File: src/rtl/coin_acceptor.sv
// Coin-sensor front end for vending_machine: synchronise, debounce, jam detection, coin FIFO and paced money output.
// Optional running credit total is enabled by defining COIN_ACCEPTOR_CREDIT_EN.
`timescale 1ns/1ps

module coin_acceptor_sensor #(
  parameter int DEBOUNCE_CYCLES = 4,
  parameter int JAM_CYCLES      = 64
) (
  input  logic clk,
  input  logic reset,
  input  logic raw_in,
  output logic rise,
  output logic stuck
);

  localparam int DBW = $clog2(DEBOUNCE_CYCLES + 1);
  localparam int JW  = $clog2(JAM_CYCLES + 1);

  logic           sync1_q, sync2_q;
  logic [DBW-1:0] deb_cnt_q, deb_cnt_d;
  logic           level_q, level_d;
  logic           rise_q, rise_d;
  logic [JW-1:0]  hi_cnt_q, hi_cnt_d;

  // NOTE: every variable gets a default at the top of always_comb so no path leaves it unassigned (no latch).
  always_comb begin
    deb_cnt_d = deb_cnt_q;
    level_d   = level_q;
    hi_cnt_d  = hi_cnt_q;

    if (sync2_q != level_q) begin
      if (deb_cnt_q == DBW'(DEBOUNCE_CYCLES - 1)) begin
        level_d   = ~level_q;
        deb_cnt_d = '0;
      end else begin
        deb_cnt_d = deb_cnt_q + DBW'(1);
      end
    end else begin
      deb_cnt_d = '0;
    end

    rise_d = level_d & ~level_q;

    // High-time counter saturates at the jam threshold so stuck stays asserted.
    if (level_q) begin
      if (hi_cnt_q != JW'(JAM_CYCLES)) hi_cnt_d = hi_cnt_q + JW'(1);
    end else begin
      hi_cnt_d = '0;
    end

    stuck = (hi_cnt_d == JW'(JAM_CYCLES));
  end

  // NOTE: sequential state uses non-blocking assignments so all flops update together at the edge.
  always_ff @(posedge clk) begin
    if (reset) begin
      sync1_q   <= 1'b0;
      sync2_q   <= 1'b0;
      deb_cnt_q <= '0;
      level_q   <= 1'b0;
      rise_q    <= 1'b0;
      hi_cnt_q  <= '0;
    end else begin
      sync1_q   <= raw_in;
      sync2_q   <= sync1_q;
      deb_cnt_q <= deb_cnt_d;
      level_q   <= level_d;
      rise_q    <= rise_d;
      hi_cnt_q  <= hi_cnt_d;
    end
  end

  assign rise = rise_q;

endmodule

module coin_acceptor #(
  parameter int DEBOUNCE_CYCLES = 4,
  parameter int JAM_CYCLES      = 64,
  parameter int FIFO_DEPTH      = 4,
  parameter int GAP_CYCLES      = 2
) (
  input  logic       clk,
  input  logic       reset,
  input  logic       coin10_in,
  input  logic       coin50_in,
  input  logic       accept_en,
  output logic [1:0] money,
  output logic       coin_return,
  output logic       jam,
  output logic       busy
`ifdef COIN_ACCEPTOR_CREDIT_EN
  ,
  output logic [7:0] credit_total
`endif
);

  localparam int AW = (FIFO_DEPTH > 1) ? $clog2(FIFO_DEPTH) : 1;
  localparam int CW = $clog2(FIFO_DEPTH + 1);
  localparam int GW = $clog2(GAP_CYCLES + 1);

  localparam logic [1:0] MONEY_NONE = 2'b00;
  localparam logic [1:0] MONEY_10   = 2'b01;
  localparam logic [1:0] MONEY_50   = 2'b10;

  typedef enum logic [1:0] {
    S_IDLE,
    S_EMIT,
    S_GAP
  } state_e;

  logic rise10, rise50, stuck10, stuck50;

  coin_acceptor_sensor #(
    .DEBOUNCE_CYCLES (DEBOUNCE_CYCLES),
    .JAM_CYCLES      (JAM_CYCLES)
  ) u_sensor10 (
    .clk    (clk),
    .reset  (reset),
    .raw_in (coin10_in),
    .rise   (rise10),
    .stuck  (stuck10)
  );

  coin_acceptor_sensor #(
    .DEBOUNCE_CYCLES (DEBOUNCE_CYCLES),
    .JAM_CYCLES      (JAM_CYCLES)
  ) u_sensor50 (
    .clk    (clk),
    .reset  (reset),
    .raw_in (coin50_in),
    .rise   (rise50),
    .stuck  (stuck50)
  );

  logic [1:0]    fifo_mem_q [FIFO_DEPTH];
  logic [AW-1:0] wr_ptr_q, wr_ptr_d;
  logic [AW-1:0] rd_ptr_q, rd_ptr_d;
  logic [CW-1:0] count_q, count_d;
  state_e        state_q, state_d;
  logic [GW-1:0] gap_cnt_q, gap_cnt_d;
  logic          coin_return_q, coin_return_d;
  logic          jam_q, jam_d;
  logic          busy_q, busy_d;

  logic          ev10, ev50, single, full, push, pop;
  logic [1:0]    push_code;

  // Event qualification and queue bookkeeping.
  always_comb begin
    ev10          = rise10 & ~jam_q;
    ev50          = rise50 & ~jam_q;
    single        = ev10 ^ ev50;
    pop           = (state_q == S_EMIT);
    full          = (count_q == CW'(FIFO_DEPTH));
    push          = single & (~full | pop);
    push_code     = ev50 ? MONEY_50 : MONEY_10;
    coin_return_d = (ev10 & ev50) | (single & full & ~pop);
    jam_d         = jam_q | stuck10 | stuck50;

    wr_ptr_d = push ? wr_ptr_q + AW'(1) : wr_ptr_q;
    rd_ptr_d = pop  ? rd_ptr_q + AW'(1) : rd_ptr_q;
    count_d  = count_q + CW'(push) - CW'(pop);
  end

  // Output pacing: one EMIT cycle, then GAP_CYCLES forced idle cycles.
  always_comb begin
    state_d   = state_q;
    gap_cnt_d = gap_cnt_q;
    unique case (state_q)
      S_IDLE: begin
        if ((count_q != '0) && accept_en) state_d = S_EMIT;
      end
      S_EMIT: begin
        state_d   = S_GAP;
        gap_cnt_d = '0;
      end
      S_GAP: begin
        if (gap_cnt_q == GW'(GAP_CYCLES - 1)) begin
          state_d = S_IDLE;
        end else begin
          gap_cnt_d = gap_cnt_q + GW'(1);
        end
      end
      default: state_d = S_IDLE;
    endcase
    busy_d = (count_d != '0) || (state_d != S_IDLE);
  end

  always_ff @(posedge clk) begin
    if (reset) begin
      wr_ptr_q      <= '0;
      rd_ptr_q      <= '0;
      count_q       <= '0;
      state_q       <= S_IDLE;
      gap_cnt_q     <= '0;
      coin_return_q <= 1'b0;
      jam_q         <= 1'b0;
      busy_q        <= 1'b0;
    end else begin
      wr_ptr_q      <= wr_ptr_d;
      rd_ptr_q      <= rd_ptr_d;
      count_q       <= count_d;
      state_q       <= state_d;
      gap_cnt_q     <= gap_cnt_d;
      coin_return_q <= coin_return_d;
      jam_q         <= jam_d;
      busy_q        <= busy_d;
    end
  end

  // NOTE: queue storage is not reset; the pointers and count alone decide which entries are valid.
  always_ff @(posedge clk) begin
    if (push) fifo_mem_q[wr_ptr_q] <= push_code;
  end

  always_comb begin
    money = MONEY_NONE;
    if (state_q == S_EMIT) money = fifo_mem_q[rd_ptr_q];
  end

  assign coin_return = coin_return_q;
  assign jam         = jam_q;
  assign busy        = busy_q;

`ifdef COIN_ACCEPTOR_CREDIT_EN
  logic [7:0] credit_q, credit_d;
  logic [8:0] credit_sum;

  always_comb begin
    credit_d   = credit_q;
    credit_sum = {1'b0, credit_q} + ((money == MONEY_50) ? 9'd5 : 9'd1);
    if (pop) credit_d = (credit_sum > 9'd255) ? 8'hFF : credit_sum[7:0];
  end

  always_ff @(posedge clk) begin
    if (reset) credit_q <= '0;
    else       credit_q <= credit_d;
  end

  assign credit_total = credit_q;
`endif

endmodule

File: config.mk
export PLATFORM = sky130hd
export DESIGN_NAME = coin_acceptor
export DESIGN_NICKNAME = d
export VERILOG_FILES = /design/src/rtl/coin_acceptor.sv
export SDC_FILE = /design/constraint.sdc
export NUM_CORES = 1
export LEC_CHECK = 0
export BUFFER_PORTS_ARGS = -buffer_cell sky130_fd_sc_hd__buf_2
export CORE_MARGIN = 2
export CORE_UTILIZATION = 65
export DETAILED_ROUTE_END_ITERATION = 8
export GPL_TIMING_DRIVEN = 0
export PLACE_DENSITY_LB_ADDON = 0.12
export REMOVE_ABC_BUFFERS = 1
export SYNTH_ARGS = -nofsm -noshare
export SYNTH_HDL_FRONTEND = slang
export SYNTH_HIERARCHICAL = 1
export SYNTH_SLANG_ARGS = --single-unit
File: constraint.sdc
create_clock -name clk -period 6.8 [get_ports clk]
set_input_delay 1.36 -clock clk [delete_from_list [all_inputs] [get_ports clk]]
set_output_delay 1.36 -clock clk [all_outputs]
set_load 0.005 [all_outputs]
==> results.py, run 1 <==
metrics = {
    "status": {
        "status": "completed",
    },
    "floorplan": {
        "die_w_um": 64.4,
        "core_area_um2": 3420,
        "die_h_um": 64.4,
        "io_pins": 10,
        "rows": 21,
        "start_util": 0.695,
        "die_area_um2": 4150,
    },
    "logic_synthesis": {
        "async_flop_share": 0,
        "synth_top_area_cell": "dfxtp_1",
        "yosysMostFrequentCell": "dfxtp_1",
        "yosysTopAreaCellShare": 0.371,
        "synth.avg_cell_area_um2": 10.2,
        "ys_seq_area_frac": 0.472,
        "synth_commonest_cells": "dfxtp_1, nor2_1, inv_1",
        "yosysUniqueCellTypes": 43,
        "synth_edf_count": 8,
        "yosys_most_used_dff": "dfxtp_1",
        "syn-cell-area_um2": 2370,
        "ys_ff_latch": 52,
        "netlist_instances": 233,
        "ys_top_cells_by_area": "dfxtp_1, edfxtp_1, ha_1",
        "yosys_warnings": 6,
    },
    "finish": {
        "fin_nets": 268,
        "drive_above_1_share": 0.126,
        "fin_util": 0.751,
        "final-seq-area_um2": 1120,
        "fin_cells": 293,
        "syn_to_final_growth_pct": 8.01,
        "antenna_cells": 0,
        "fillCellCount": 246,
        "multiInputGateArea_um2": 1160,
    },
    "placed_design": {
        "place_ws_ns": 3.81,
        "port_buffers": 9,
        "dp_hpwl_mm": 2.64,
        "gp_congestion": 0.866,
        "place_inst": 285,
    },
    "timing": {
        "worst_pin_slew_ns": 0.472,
        "finalSetupTns_ns": 0,
        "final.min_clock_period_ns": 2.92,
        "rsz0062_at_grt": "no",
        "setup_violations": 0,
        "finalMaxSlewViolations": 0,
        "layout_setup_ws_ns": 3.88,
        "max_freq_mhz": 343,
        "fin_crit_sh": 0.429,
        "fin_skew_ns": 0.0182,
        "slew_headroom": 0.685,
        "hold_viol": 0,
    },
    "critical_path": {
        "rr_worst_depth": 13,
        "rrSetupSlack_ns": 3.88,
        "startpoint": "jam",
        "rr_endpoint": "busy",
        "cp-end-kind": "flip-flop",
        "path_cells": "nand2b_1 -> inv_1 -> ha_1 -> inv_1 -> a31oi_4 -> inv_1 -> ha_1 -> inv_1 -> ha_1 -> fa_1 -> xnor2_1 -> xnor2_1 -> a41oi_1",
        "setup.worst_path.start_class": "flip-flop",
        "critical-path-top-delay-family": "adder cells",
        "critPathMostFrequentCell": "inv_1",
        "cp_max_fo": 7,
        "cpPeakStageDelay_ns": 0.40,
        "r2r-start": "jam",
        "critPathRequiredTime_ns": 7.04,
        "critPathSlowestCell": "dfxtp_1",
        "worstSetupPathDepth": 13,
        "worstSetupPathType": "flip-flop to flip-flop",
        "endpoint": "busy",
        "critPathArrivalTime_ns": 3.15,
        "path_buf_inv": 4,
    },
    "job": {
        "cap_violations": 0,
    },
    "clock_tree": {
        "clk_latency_ns": 0.35,
        "cts_buffer_depth": 2,
        "cts_sinks": 52,
        "cts_made_buffers": 5,
        "htreeDepth": 2,
        "path_clk_slew_ns": 0.14,
        "ctsHoldBuffers": 0,
        "cts_setup_buffers": 0,
        "cts-resized-gates": 0,
        "cts_tree": "done",
        "cts_root_buf": "clkbuf_4",
    },
    "drt": {
        "drc": 0,
        "via_per_inst": 5.37,
        "routed_wl_mm": 3.57,
        "vias": 1572,
        "wire_per_inst_um": 12.2,
        "drtAntennaViolNets": 0,
        "drt-initial-drc-count": 91,
        "drtPass1Iterations": 4,
    },
    "power_and_ir_drop": {
        "clkPwrFrac": 0.336,
        "p_comb_frac": 0.109,
        "power_frac_seq": 0.556,
        "peakVddDrop_mv": 0.228,
        "p_sw_uw": 134,
        "power-per-cell-area_nw_per_um2": 236,
        "p_leak_uw": 0.000962,
        "p_sw_frac": 0.220,
        "intPower_uw": 473,
    },
    "hold_path": {
        "hold_path.class": "flip-flop to flip-flop",
    },
    "global_route": {
        "grt_pass1_vias": 1625,
        "grtUsageMet1": 0.255,
        "use_met3": 0.0417,
        "antenna_found_initial": 0,
        "busiest_layer": "met2",
        "grt_pass1_wl_mm": 6.88,
        "overflow": 0,
        "grt_max_degree": 30,
        "track_usage": 0.209,
        "use_met2": 0.372,
    },
}
per-stage QoR:
step                      total power [µW]  hold slack [ns]  cell area (µm²)
after floorplan                        392            0.399             2360
after global placement                 407            0.409             2460
after detailed placement               411            0.415             2460
after CTS                              613            0.433             2560
after global routing                   639            0.465             2560
final                                  606            0.432             2560
sequential cells by signal (all words and copies together) (netlist names), named ones only:
| name | count |
|---|---|
| u_sensor50/sync2_q | 1 |
| rd_ptr_q | 2 |
| gap_cnt_q | 2 |
| u_sensor50/level_q | 1 |
| u_sensor10/hi_cnt_q | 7 |
| fifo_mem_q | 8 |
| jam | 1 |
| state_q | 2 |
| u_sensor50/deb_cnt_q | 3 |
| u_sensor10/sync2_q | 1 |
| wr_ptr_q | 2 |
| u_sensor10/rise | 1 |
| u_sensor10/deb_cnt_q | 3 |
| u_sensor10/level_q | 1 |
| busy | 1 |
| u_sensor50/hi_cnt_q | 7 |
| coin_return | 1 |
| u_sensor50/sync1_q | 1 |
| count_q | 3 |
| u_sensor10/sync1_q | 1 |
| u_sensor50/rise | 1 |
layout make-up:
| class | instances | share of cell area |
|---|---|---|
| timing repair buffer | 9 | 0.0176 |
| clock buffer | 6 | 0.0161 |
| multi-input combinational | 158 | 0.454 |
| clock inverter | 2 | 0.0234 |
| inverter | 20 | 0.0293 |
| tap | 46 | 0.0224 |
| sequential | 52 | 0.437 |
layer usage:
metal	wire length, µm	vias up
met5	0	-
met4	48	0
met3	63	7
met2	1730	13
met1	1730	729
li1	-	823
placed cells by master, fill, tap and decap left out, types with 3 or more instances in the layout:
cell and count:
dfxtp_1 44, ha_1 16, a21oi_1 6, nor2_1 36
xor2_1 3, buf_2 9, edfxtp_1 8, inv_1 20
nor3b_1 3, nor2b_1 7, nand3_1 4, nand2b_1 5
nand4_1 4, mux2i_1 5, or3_1 4, and2_2 4
nor3_1 3, clkbuf_4 5, and2_1 4, xnor2_1 11
nand2_1 6
power by group through the flow:
stage          combinational [µW]  clock [µW]  sequential [µW]
4_1_cts                      67.4         209              337
2_1_floorplan                51.5           0              341
3_5_place_dp                 67.1           0              344
5_1_grt                      76.6         223              340
3_3_place_gp                 64.2           0              343
6_report                     65.9         204              337
logic make-up (layout without fill, tap and decap cells):
| group | after synthesis | count (layout) | share of synthesized area |
|---|---|---|---|
| simple gates | 94 | 94 | 0.219 |
| flops | 52 | 52 | 0.472 |
| compound gates | 25 | 25 | 0.0811 |
| buf+inv | 23 | 37 | 0.0374 |
| fa+ha+maj | 17 | 17 | 0.0927 |
| xor+xnor | 14 | 14 | 0.0516 |
| mux | 8 | 8 | 0.0464 |
how the worst min path moves through the flow:
stage	startpoint	end	slack, ns	cells past startpoint
final	u_sensor50/deb_cnt_q[0]	u_sensor50/deb_cnt_q[0]	0.43	1
after global routing	u_sensor50/sync1_q	u_sensor50/sync2_q	0.47	1
after CTS	u_sensor50/deb_cnt_q[0]	u_sensor50/deb_cnt_q[0]	0.43	1
after detailed placement	u_sensor50/deb_cnt_q[0]	u_sensor50/deb_cnt_q[0]	0.41	1
after global placement	u_sensor10/deb_cnt_q[0]	u_sensor10/deb_cnt_q[0]	0.41	1
after floorplan	u_sensor10/deb_cnt_q[0]	u_sensor10/deb_cnt_q[0]	0.40	1
Note: power is estimated with default switching activity, not from simulation.
==> inputs of run 2 (changes only) <==
--- a/config.mk
+++ b/config.mk
@@ -7,7 +7,7 @@
 export LEC_CHECK = 0
 export BUFFER_PORTS_ARGS = -buffer_cell sky130_fd_sc_hd__buf_2
 export CORE_MARGIN = 2
-export CORE_UTILIZATION = 65
+export CORE_UTILIZATION = 54
 export DETAILED_ROUTE_END_ITERATION = 8
 export GPL_TIMING_DRIVEN = 0
 export PLACE_DENSITY_LB_ADDON = 0.12
==> constraint.sdc (replaced) <==
create_clock -name clk -period 2.3 [get_ports clk]
set_input_delay 0.46 -clock clk [delete_from_list [all_inputs] [get_ports clk]]
set_output_delay 0.46 -clock clk [all_outputs]
set_load 0.005 [all_outputs]
==> run 2 against run 1 <==
The flow now finishes with violations (setup timing). Global-route usage fell by 4.3 points. Via count rose by 0.64%. Cell count rose by 3.4%.
==> results.py, run 2 (same netlist as run 1, synthesis figures left out) <==
metrics = {
    "floorplan": {
        "io_pins": 10,
        "die_w_um": 70.3,
        "start_util": 0.553,
        "die_area_um2": 4940,
        "die_h_um": 70.3,
        "core_area_um2": 4290,
        "rows": 24,
    },
    "global_route": {
        "antenna_found_initial": 0,
        "grt_pass1_wl_mm": 6.41,
        "track_usage": 0.166,
        "grt_pass1_vias": 1491,
        "grt_max_degree": 30,
        "overflow": 0,
    },
    "timing": {
        "fin_crit_sh": 1.04,
        "max_freq_mhz": 417,
        "rsz0062_at_grt": "yes",
        "layout_setup_ws_ns": -0.0976,
        "finalMaxSlewViolations": 0,
        "slew_headroom": 0.623,
        "fin_skew_ns": 0.00255,
        "hold_viol": 0,
        "worst_pin_slew_ns": 0.558,
        "setup_violations": 2,
        "whs_ns": 0.371,
        "final.min_clock_period_ns": 2.40,
    },
    "critical_path": {
        "rrSetupSlack_ns": -0.1,
        "cp_max_fo": 2,
        "critPathArrivalTime_ns": 2.56,
        "setup.worst_path.start_class": "flip-flop",
        "worstSetupPathType": "flip-flop to flip-flop",
        "critPathRequiredTime_ns": 2.46,
        "cp-end-kind": "flip-flop",
    },
    "drt": {
        "drtPass1Iterations": 4,
        "drt-initial-drc-count": 100,
        "vias": 1582,
        "via_per_inst": 5.22,
        "wire_per_inst_um": 12.2,
        "drc": 0,
        "drtAntennaViolNets": 0,
        "routed_wl_mm": 3.69,
    },
    "power_and_ir_drop": {
        "p_leak_uw": 0.000979,
        "intPower_uw": 1320,
        "power-per-cell-area_nw_per_um2": 655,
        "p_sw_frac": 0.236,
        "clkPwrFrac": 0.295,
        "peakVddDrop_mv": 0.410,
        "power_frac_seq": 0.574,
        "p_comb_frac": 0.130,
        "p_sw_uw": 409,
    },
    "clock_tree": {
        "cts_root_buf": "clkbuf_8",
        "clk_latency_ns": 0.30,
        "htreeDepth": 2,
        "cts_buffer_depth": 2,
        "cts_sinks": 52,
        "path_clk_slew_ns": 0.08,
        "cts_made_buffers": 5,
        "cts_tree": "done",
    },
    "placed_design": {
        "gp_congestion": 0.804,
        "dp_hpwl_mm": 2.59,
        "port_buffers": 9,
        "place_inst": 291,
    },
    "finish": {
        "antenna_cells": 0,
        "top_register": "fifo_mem_q",
        "largest_reg_flops": 8,
        "fin_util": 0.617,
        "syn_to_final_growth_pct": 11.5,
        "fin_nets": 272,
        "final_cell_mix": "dfxtp_1, nor2_1, inv_1",
        "fin_cells": 303,
        "reg_top3": "fifo_mem_q: 8 flops, u_sensor10/hi_cnt_q: 7 flops, u_sensor50/hi_cnt_q: 7 flops",
        "drive_above_1_share": 0.179,
        "mostFrequentLayoutCell": "dfxtp_1",
    },
    "job": {
        "cap_violations": 0,
    },
    "hold_path": {
        "hold_path.class": "input port to flip-flop",
    },
    "status": {
        "status": "complete, but fails checks",
        "failed_checks": "setup timing",
    },
}
[run 2: cell count changes in the layout (fill, tap and decap cells not counted), sizes merged]
cell / previous run / this run
buf: 9 / 13
bufinv: 2 / 0
clkbuf: 6 / 8
[run 2: layout make-up]
type	instances	area, µm²
multi-input cells	158	1210
fillers	374	1650
well taps	52	65.1
inverters	20	77.6
flip-flops and latches	52	1120
repair buffers	13	78.8
clock buffers	8	90.1
[run 2: power by group through the flow]
| stage | logic [µW] | clock network, µW | registers [µW] |
|---|---|---|---|
| 2_1_floorplan | 152 | 0 | 1010 |
| 3_3_place_gp | 192 | 0 | 1010 |
| 3_5_place_dp | 193 | 0 | 1020 |
| 4_1_cts | 207 | 541 | 995 |
| 5_1_grt | 256 | 573 | 1000 |
| 6_report | 226 | 512 | 996 |
[run 2: worst max-delay path: stages (launching register included)]
cell and delay, ns:
dfxtp_2 0.35, nand2b_4 0.14, inv_4 0.04, ha_4 0.26
inv_2 0.04, a31oi_4 0.13, inv_1 0.06, ha_1 0.27
inv_1 0.04, ha_2 0.16, fa_2 0.35, xnor2_2 0.15
xnor2_2 0.17, a41oi_2 0.11
[run 2: worst paths after layout]
check,from,endpoint,cells past startpoint
worst min-delay path,coin50_in,u_sensor50/sync1_q,2
worst max register to register,jam,busy,13
worst max-delay path,jam,busy,13
worst min register to register,u_sensor10/deb_cnt_q[0],u_sensor10/deb_cnt_q[0],1
[run 2: what timing repair did]
item,CTS,global route
gates resized for setup,11,3
setup buffers,4,0
pin swaps,5,4
setup endpoints to repair,3,3
hold buffers,0,0
[run 2: stage by stage]
step / TNS (ns) / instance area, µm² / setup slack, ns / power, µW
final: -0.125 / 2650 / -0.0976 / 1730
after global placement: -1.46 / 2470 / -0.607 / 1210
after global routing: -0.419 / 2650 / -0.230 / 1830
after CTS: -0.227 / 2630 / -0.168 / 1740
after floorplan: -0.626 / 2360 / -0.324 / 1160
after detailed placement: -1.50 / 2470 / -0.622 / 1210
[run 2: layer usage]
metal  track usage  up-vias  share of wire
met5             0        -              0
met4        0.0748        0          0.016
met3        0.0519        5          0.041
met2         0.286       28           0.49
met1         0.186      725           0.45
li1              -      824              -
==> inputs of run 3 (changes only) <==
--- a/config.mk
+++ b/config.mk
@@ -7,7 +7,8 @@
 export LEC_CHECK = 0
 export BUFFER_PORTS_ARGS = -buffer_cell sky130_fd_sc_hd__buf_2
 export CORE_MARGIN = 2
-export CORE_UTILIZATION = 54
+export CORE_UTILIZATION = 57
+export CTS_BUF_LIST = sky130_fd_sc_hd__clkbuf_2 sky130_fd_sc_hd__clkbuf_4 sky130_fd_sc_hd__clkbuf_8
 export DETAILED_ROUTE_END_ITERATION = 8
 export GPL_TIMING_DRIVEN = 0
 export PLACE_DENSITY_LB_ADDON = 0.12
==> constraint.sdc (replaced) <==
create_clock -name clk -period 2.2 [get_ports clk]
set_input_delay 0.44 -clock clk [delete_from_list [all_inputs] [get_ports clk]]
set_output_delay 0.44 -clock clk [all_outputs]
set_load 0.005 [all_outputs]
==> run 3 against run 2 <==
The run still ends with setup timing left. Maximum frequency grew 0.79%. Sequential share of layout area shrank 0.67 points. Clock power grew 11%. Global-route usage grew 1.2 points. Worst hold slack lost 0.026 ns. Cell area grew 1.6%. Flip-flop and latch count is the same. Wire length shrank 3.4%. Cell count is the same. Die area shrank 5.0%. Largest cell class unchanged. Highest routed layer unchanged.
==> results.py, run 3 (same netlist as run 1, synthesis figures left out) <==
metrics = {
    "status": {
        "status": "complete, but fails checks",
        "failed_checks": "setup timing",
    },
    "timing": {
        "max_freq_mhz": 420,
        "slew_headroom": 0.647,
        "worst_pin_slew_ns": 0.523,
        "final.min_clock_period_ns": 2.38,
        "hold_viol": 0,
        "layout_setup_ws_ns": -0.179,
        "rsz0062_at_grt": "yes",
        "fin_crit_sh": 1.08,
        "fin_skew_ns": 0.00508,
        "setup_violations": 2,
        "finalMaxSlewViolations": 0,
    },
    "clock_tree": {
        "htreeDepth": 2,
        "cts_made_buffers": 5,
        "cts_root_buf": "clkbuf_8",
        "ctsHoldBuffers": 0,
        "path_clk_slew_ns": 0.09,
        "cts_tree": "done",
        "clk_latency_ns": 0.30,
        "cts_sinks": 52,
        "cts_buffer_depth": 2,
    },
    "finish": {
        "fillCellCount": 311,
        "top_register": "fifo_mem_q",
        "fin_nets": 274,
        "syn_to_final_growth_pct": 13.3,
        "mostFrequentLayoutCell": "dfxtp_1",
        "reg_top3": "fifo_mem_q: 8 flops, u_sensor10/hi_cnt_q: 7 flops, u_sensor50/hi_cnt_q: 7 flops",
        "final-seq-area_um2": 1120,
        "final_cell_mix": "dfxtp_1, nor2_1, inv_1",
        "antenna_cells": 0,
        "largest_reg_flops": 8,
        "multiInputGateArea_um2": 1240,
        "drive_above_1_share": 0.206,
        "fin_util": 0.673,
    },
    "global_route": {
        "antenna_found_initial": 0,
        "grt_pass1_wl_mm": 6.15,
        "overflow": 0,
        "grt_pass1_vias": 1484,
        "grt_max_degree": 30,
        "track_usage": 0.178,
    },
    "power_and_ir_drop": {
        "peakVddDrop_mv": 0.501,
        "p_comb_frac": 0.136,
        "clkPwrFrac": 0.304,
        "p_leak_uw": 0.000996,
        "p_sw_uw": 441,
        "power_frac_seq": 0.560,
        "intPower_uw": 1420,
        "p_sw_frac": 0.237,
        "power-per-cell-area_nw_per_um2": 691,
    },
    "drt": {
        "via_per_inst": 5.23,
        "drtPass1Iterations": 4,
        "drtAntennaViolNets": 0,
        "drt-initial-drc-count": 89,
        "vias": 1586,
        "routed_wl_mm": 3.56,
        "wire_per_inst_um": 11.8,
        "drc": 0,
    },
    "floorplan": {
        "rows": 23,
        "die_area_um2": 4700,
        "die_w_um": 68.5,
        "io_pins": 10,
        "start_util": 0.594,
        "core_area_um2": 4000,
        "die_h_um": 68.5,
    },
    "critical_path": {
        "rrSetupSlack_ns": -0.18,
        "cp_max_fo": 2,
        "rr_worst_depth": 13,
        "cp-end-kind": "flip-flop",
        "rr_endpoint": "busy",
        "worstSetupPathType": "flip-flop to flip-flop",
        "critPathArrivalTime_ns": 2.54,
        "setup.worst_path.start_class": "flip-flop",
        "critPathRequiredTime_ns": 2.37,
        "r2r-start": "jam",
    },
    "job": {
        "cap_violations": 0,
    },
    "placed_design": {
        "gp_congestion": 0.835,
        "dp_hpwl_mm": 2.45,
        "place_ws_ns": -0.703,
        "port_buffers": 9,
    },
    "hold_path": {
        "hold_path.class": "input port to flip-flop",
        "hold_start": "coin10_in",
        "hold_depth": 2,
        "min_to": "u_sensor10/sync1_q",
    },
}
[run 3: stage by stage]
stage	hold WS [ns]	total power, µW	instances	cell area [µm²]	TNS, ns
4_1_cts	0.337	1850	301	2640	-0.437
6_report	0.345	1860	303	2690	-0.297
3_5_place_dp	0.413	1270	289	2470	-1.86
5_1_grt	0.336	1960	303	2690	-0.568
2_1_floorplan	0.399	1210	230	2360	-0.926
3_3_place_gp	0.408	1260	289	2470	-1.76
[run 3: power by group through the flow]
stage                     clock [µW]  sequential, µW  combinational, µW
after global placement             0            1060                201
final                            566            1040                253
after CTS                        587            1040                221
after floorplan                    0            1050                159
after global routing             626            1050                287
after detailed placement           0            1060                206
[run 3: final cells by class]
cell class                      count  area share
Inverter                           20      0.0288
Multi-Input combinational cell    158       0.460
Timing Repair Buffer               15      0.0349
Tap cell                           50      0.0232
Sequential cell                    52       0.417
Clock buffer                        8      0.0363
[run 3: timing repair]
action	CTS	global route
endpoints found under the setup margin	4	3
gates resized for setup	11	6
pin swaps	5	6
buffers inserted	4	2
[run 3: worst max-delay path by stage]
stage | start | endpoint | slack (ns)
2_1_floorplan | jam | busy | -0.42
3_3_place_gp | jam | busy | -0.69
3_5_place_dp | jam | busy | -0.70
4_1_cts | jam | busy | -0.26
5_1_grt | jam | busy | -0.28
6_report | jam | busy | -0.18
[run 3: critical path, cell delays in order, from the launching register on]
cell      delay [ns]
dfxtp_2         0.34
nand2b_4        0.13
inv_4           0.04
ha_4            0.26
inv_2           0.04
a31oi_4         0.16
inv_2           0.07
ha_4            0.26
inv_2           0.04
ha_4            0.14
fa_2            0.35
xnor2_2         0.15
xnor2_2         0.16
a41oi_2         0.10
[run 3: layer usage]
layer,wire (µm),vias to the layer above,global-route usage
met2,1730,24,0.298
met1,1660,732,0.208
li1,-,824,-
met5,0,-,0
met3,112,6,0.0601
met4,59,0,0.0725
